## src/rtl/sha256_round_ctrl_if.sv

```systemverilog
// Handshake and strobe bundle between the block requester, the SHA-256 round
// controller and the compression datapath it sequences.
interface sha256_round_ctrl_if;
    logic       start;
    logic       first;
    logic       abort;
    logic       ready;
    logic       busy;
    logic       ld_h_iv;
    logic       ld_msg;
    logic       ld_work;
    logic       rnd_en;
    logic       w_sched;
    logic [5:0] round;
    logic       upd_h;
    logic       done;

    modport master (
        output start, first, abort,
        input  ready, busy, ld_h_iv, ld_msg, ld_work, rnd_en, w_sched, round, upd_h, done
    );

    modport slave (
        input  start, first, abort,
        output ready, busy, ld_h_iv, ld_msg, ld_work, rnd_en, w_sched, round, upd_h, done
    );
endinterface

```

## src/rtl/sha256_round_ctrl.sv

```systemverilog
// SHA-256 compression sequencer: steps one block through IV init, load,
// ROUNDS compression rounds and the H update, with abort and restart.
module sha256_round_ctrl #(
    parameter int unsigned ROUNDS    = 64,
    parameter int unsigned MSG_WORDS = 16
) (
    input logic                i_clk,
    input logic                i_rst,
    sha256_round_ctrl_if.slave io_ctl
);
    typedef enum logic [2:0] {
        ST_IDLE,
        ST_INIT,
        ST_LOAD,
        ST_ROUND,
        ST_UPDATE,
        ST_DONE
    } state_t;

    localparam logic [5:0] LAST_ROUND = 6'(ROUNDS - 1);
    localparam logic [6:0] SCHED_FROM = 7'(MSG_WORDS);

    state_t     r_state;
    logic [5:0] r_round;
    logic       r_ready;
    logic       r_busy;
    logic       r_ld_h_iv;
    logic       r_ld_msg;
    logic       r_rnd_en;
    logic       r_w_sched;
    logic       r_upd_h;
    logic       r_done;

    state_t     w_nxt_state;
    logic [5:0] w_nxt_round;

    always_comb begin
        w_nxt_state = r_state;
        w_nxt_round = r_round;
        case (r_state)
            ST_IDLE: begin
                if (!io_ctl.abort && io_ctl.start)
                    w_nxt_state = io_ctl.first ? ST_INIT : ST_LOAD;
            end
            ST_INIT:   w_nxt_state = ST_LOAD;
            ST_LOAD: begin
                w_nxt_state = ST_ROUND;
                w_nxt_round = '0;
            end
            ST_ROUND: begin
                if (r_round == LAST_ROUND) begin
                    w_nxt_state = ST_UPDATE;
                    w_nxt_round = '0;
                end else begin
                    w_nxt_round = r_round + 6'd1;
                end
            end
            ST_UPDATE: w_nxt_state = ST_DONE;
            ST_DONE:   w_nxt_state = ST_IDLE;
            default: begin
                w_nxt_state = ST_IDLE;
                w_nxt_round = '0;
            end
        endcase
        // Abort only applies while a block is in flight; DONE always completes.
        if (io_ctl.abort && (r_state inside {ST_INIT, ST_LOAD, ST_ROUND, ST_UPDATE})) begin
            w_nxt_state = ST_IDLE;
            w_nxt_round = '0;
        end
    end

    // Outputs are registered from the next state so they line up with r_state.
    always_ff @(posedge i_clk) begin
        if (i_rst) begin
            r_state   <= ST_IDLE;
            r_round   <= '0;
            r_ready   <= 1'b1;
            r_busy    <= 1'b0;
            r_ld_h_iv <= 1'b0;
            r_ld_msg  <= 1'b0;
            r_rnd_en  <= 1'b0;
            r_w_sched <= 1'b0;
            r_upd_h   <= 1'b0;
            r_done    <= 1'b0;
        end else begin
            r_state   <= w_nxt_state;
            r_round   <= w_nxt_round;
            r_ready   <= (w_nxt_state == ST_IDLE);
            r_busy    <= (w_nxt_state inside {ST_INIT, ST_LOAD, ST_ROUND, ST_UPDATE});
            r_ld_h_iv <= (w_nxt_state == ST_INIT);
            r_ld_msg  <= (w_nxt_state == ST_LOAD);
            r_rnd_en  <= (w_nxt_state == ST_ROUND);
            r_w_sched <= (w_nxt_state == ST_ROUND) && ({1'b0, w_nxt_round} >= SCHED_FROM);
            r_upd_h   <= (w_nxt_state == ST_UPDATE);
            r_done    <= (w_nxt_state == ST_DONE);
        end
    end

    assign io_ctl.ready   = r_ready;
    assign io_ctl.busy    = r_busy;
    assign io_ctl.ld_h_iv = r_ld_h_iv;
    assign io_ctl.ld_msg  = r_ld_msg;
    assign io_ctl.ld_work = r_ld_msg;
    assign io_ctl.rnd_en  = r_rnd_en;
    assign io_ctl.w_sched = r_w_sched;
    assign io_ctl.round   = r_round;
    assign io_ctl.upd_h   = r_upd_h;
    assign io_ctl.done    = r_done;
endmodule

```

## src/flat_wrapper.sv

```systemverilog
// flat-port wrapper written by rule: the top's interface ports become plain ports
module sha256_round_ctrl_flat 
#(
    parameter int unsigned ROUNDS    = 64,
    parameter int unsigned MSG_WORDS = 16
)
  (i_clk, i_rst, io_ctl_start, io_ctl_first, io_ctl_abort, io_ctl_ready, io_ctl_busy, io_ctl_ld_h_iv, io_ctl_ld_msg, io_ctl_ld_work, io_ctl_rnd_en, io_ctl_w_sched, io_ctl_round, io_ctl_upd_h, io_ctl_done);
  sha256_round_ctrl_if io_ctl_i ();
  input logic i_clk;
  input logic i_rst;
  input wire logic [$bits(io_ctl_i.start)-1:0] io_ctl_start;
  input wire logic [$bits(io_ctl_i.first)-1:0] io_ctl_first;
  input wire logic [$bits(io_ctl_i.abort)-1:0] io_ctl_abort;
  output wire logic [$bits(io_ctl_i.ready)-1:0] io_ctl_ready;
  output wire logic [$bits(io_ctl_i.busy)-1:0] io_ctl_busy;
  output wire logic [$bits(io_ctl_i.ld_h_iv)-1:0] io_ctl_ld_h_iv;
  output wire logic [$bits(io_ctl_i.ld_msg)-1:0] io_ctl_ld_msg;
  output wire logic [$bits(io_ctl_i.ld_work)-1:0] io_ctl_ld_work;
  output wire logic [$bits(io_ctl_i.rnd_en)-1:0] io_ctl_rnd_en;
  output wire logic [$bits(io_ctl_i.w_sched)-1:0] io_ctl_w_sched;
  output wire logic [$bits(io_ctl_i.round)-1:0] io_ctl_round;
  output wire logic [$bits(io_ctl_i.upd_h)-1:0] io_ctl_upd_h;
  output wire logic [$bits(io_ctl_i.done)-1:0] io_ctl_done;
  assign io_ctl_i.start = io_ctl_start;
  assign io_ctl_i.first = io_ctl_first;
  assign io_ctl_i.abort = io_ctl_abort;
  assign io_ctl_ready = io_ctl_i.ready;
  assign io_ctl_busy = io_ctl_i.busy;
  assign io_ctl_ld_h_iv = io_ctl_i.ld_h_iv;
  assign io_ctl_ld_msg = io_ctl_i.ld_msg;
  assign io_ctl_ld_work = io_ctl_i.ld_work;
  assign io_ctl_rnd_en = io_ctl_i.rnd_en;
  assign io_ctl_w_sched = io_ctl_i.w_sched;
  assign io_ctl_round = io_ctl_i.round;
  assign io_ctl_upd_h = io_ctl_i.upd_h;
  assign io_ctl_done = io_ctl_i.done;
  sha256_round_ctrl #(.ROUNDS(ROUNDS), .MSG_WORDS(MSG_WORDS)) u_core (.i_clk(i_clk), .i_rst(i_rst), .io_ctl(io_ctl_i));
endmodule
```

## config.mk

```make
export PLATFORM = sky130hd
export DESIGN_NAME = sha256_round_ctrl_flat
export DESIGN_NICKNAME = d
export VERILOG_FILES = /design/src/rtl/sha256_round_ctrl_if.sv /design/src/rtl/sha256_round_ctrl.sv /design/src/flat_wrapper.sv
export SDC_FILE = /design/constraint.sdc
export NUM_CORES = 1
export LEC_CHECK = 0
export CORE_UTILIZATION = 42
export DETAILED_ROUTE_END_ITERATION = 16
export GPL_TIMING_DRIVEN = 0
export PLACE_DENSITY = 0.81
export SYNTH_ARGS = -nofsm -noshare
export SYNTH_HDL_FRONTEND = slang
export SYNTH_SLANG_ARGS = --single-unit
```

## constraint.sdc

```tcl
create_clock -name i_clk -period 1.3 [get_ports i_clk]
set_input_delay 0.13 -clock i_clk [delete_from_list [all_inputs] [get_ports i_clk]]
set_output_delay 0.13 -clock i_clk [all_outputs]
set_load 0.02 [all_outputs]
```

==> out/metrics.yaml <==
fin_cells: 146
grt_max_degree: 11
ys_top_cells_by_count: "dfxtp_1, nor2_1, a21oi_1, nand2_1"
vias_per_cell: 5.58
drcViolationCount: 0
tightest_slew_ps: 500
critPathMaxFanout: 10
dpl_worst_slack_ps: -107
syn_nets: 98
yosysWarnings: 0
postSynthAreaPerCell_um2: 8.98
reg2reg_depth: 4
clockRootBuffer: "clkbuf_4"
ctsHoldBuffers: 0
grt.total_usage_pct: 20.4
synthCells: 92
pin_count: 20
place_area_mm2: 0.00106
cts_tree: "yes"
n_fill_cell: 143
status: "complete, but fails checks"
post_drt_wl_per_cell_um: 14.0
setup.worst_path.start_class: "register"
synth_seq_cells: 17
path_clk_slew_ps: 90
timing.slew.headroom_pct: 66.7
diodes: 0
gp_congestion: 0.748
cts_buffers: 3
ys_seq_area_share_pct: 41.2
die_w_um: 46.3
grt_pass1_vias: 714
hold_violations: 0
final_area_mm2: 0.00119
drt_iter0_markers: 45
insertion_delay_ps: 300
initial_core_util_pct: 46.3
multiInputGateArea_um2: 495
layout_min_cycle_time_ps: 1350
cp_data_arrival_time_ps: 1600
coreArea_mm2: 0.00178
cp_slowest_cell: "dfxtp_4"
finalCritPeriodShare_pct: 104
place_inst: 134
crit_type: "register to register"
synth-edff-count: 0
gr-total-overflow: 0
ys_dominant_reg_cell: "dfxtp_1"
synth.most_common_cell: "dfxtp_1"
required_ps: 1540
hpwl_um: 1260
finalWirelength_um: 2050
setup_tns_ps: -206
synth_top_area_share_pct: 41.2
ys_async_sr_fraction_pct: 0
nets: 128
setup_slack_ps: -54.1
route.vias.total: 814
rows: 15
max_freq_ghz: 0.738
cts_buffer_depth: 2
leakage_nw: 0.503
cap_violations: 0
drv_slew: 0
critical_path.cell_chain: "or2_4, maj3_2, nor2_4, and2_1"
hold_slack_ps: 176
antenna_found_initial: 0
violations: "setup timing"
h-tree-depth: 1
yosys.area.top_type: "dfxtp_1"
ant_nets: 0
mappedNetlistArea_um2: 826
die_height_um: 46.3
whs_path_depth: 2
total_power_mw: 1.03
finalClockSkew_ps: 0.996
ff_latch_area_um2: 369
yosys-top-cells-area: "dfxtp_1, nor2_1, a21oi_1, buf_6, nor3b_1"
cp-end-kind: "register"
die_area_mm2: 0.00215
setup-violations-final: 8
final_util_pct: 66.5
critPathMaxStageDelay_ps: 400
vdd_drop_max_mv: 0.675
first_pass_iters: 4
clock-sinks: 17
power_density_mw_per_mm2: 868
grt_pass1_wl_um: 3100
drive_gt1_share_pct: 33.9
hold_path.class: "input pin to register"
port_buffers: 17
synth.distinct_cells: 38
area_growth_pct: 43.6
rsz0062_at_grt: "true"
==> worst max-delay path: cells and delay by family (launching register included) <==
| kind | cells | cell delay (ps) |
|---|---|---|
| and+or+nand+nor | 3 | 540 |
| DFF | 1 | 400 |
| adders and majority gates | 1 | 350 |
==> logic make-up (layout without fill, tap and decap cells) <==
kind of cell / after synthesis / in the layout / synth area share (%)
mux: 1 / 1 / 1.21
buf+inv: 8 / 37 / 6.51
compound gates: 21 / 21 / 17.0
fa+ha+maj: 2 / 2 / 2.88
flops: 17 / 17 / 41.2
simple gates: 43 / 43 / 31.2
==> state kept, by name (all words and copies together), names as in the netlist <==
| register | flops |
|---|---|
| u_core.io_ctl.busy | 1 |
| u_core.io_ctl.done | 1 |
| u_core.io_ctl.ld_h_iv | 1 |
| u_core.io_ctl.ld_msg | 1 |
| u_core.io_ctl.ready | 1 |
| u_core.io_ctl.rnd_en | 1 |
| u_core.io_ctl.round | 6 |
| u_core.io_ctl.upd_h | 1 |
| u_core.io_ctl.w_sched | 1 |
| u_core.r_state | 3 |
==> routing by layer <==
metal  part of all wire (%)  vias to the layer above  routed length [µm]  global-route usage [%]
li1                       -                      392                   -                       -
met1                     41                      383                 841                    24.3
met2                     51                       32                1040                    33.3
met3                    5.5                        7                 113                    3.14
met4                    2.9                        0                  59                    13.5
met5                      0                        -                   0                       0
==> final timing paths <==
check | start | end | slack [ps]
max | u_core.r_state[1]$_SDFF_PP0_ | u_core.r_state[1]$_SDFF_PP0_ | -50
min | io_ctl_abort | u_core.io_ctl.done$_SDFF_PP0_ | 180
max reg2reg | u_core.r_state[1]$_SDFF_PP0_ | u_core.r_state[1]$_SDFF_PP0_ | -50
min reg2reg | u_core.r_state[0]$_SDFF_PP0_ | u_core.io_ctl.rnd_en$_SDFF_PP0_ | 510
==> repair_timing <==
item,4_1_cts,5_1_grt
pin swaps,8,2
buffers inserted,9,2
resized for setup,30,4
setup endpoints to repair,29,11
cloned,0,0
==> cell usage in the layout, fill, tap and decap left out, types with 3 or more instances in the layout <==
cell type / n
o21ai_0: 3
dfxtp_1: 8
nand3_1: 3
nand2_1: 5
nor4_1: 3
a21oi_1: 6
nor3_1: 3
buf_4: 11
nor3b_1: 3
clkbuf_4: 3
nor2_1: 10
dfxtp_4: 7
dlygate4sd2_1: 15
==> area by class of cell <==
type,count,share of cell area (%)
Timing Repair Buffer,28,20.0
Clock buffer,4,2.22
Sequential cell,17,31.1
Inverter,2,0.844
Tap cell,25,2.64
Multi-Input combinational cell,67,41.8
Buffer,3,1.37
==> power by group <==
| group | leakage, nW | total [mW] | switching, mW | internal (mW) |
|---|---|---|---|---|
| combinational | 0.344 | 0.188 | 0.102 | 0.0868 |
| sequential | 0.144 | 0.555 | 0.0237 | 0.531 |
| clock | 0.0150 | 0.287 | 0.167 | 0.120 |
| total | 0.503 | 1.03 | 0.293 | 0.737 |
No activity file was read; power rests on OpenSTA's default activity.
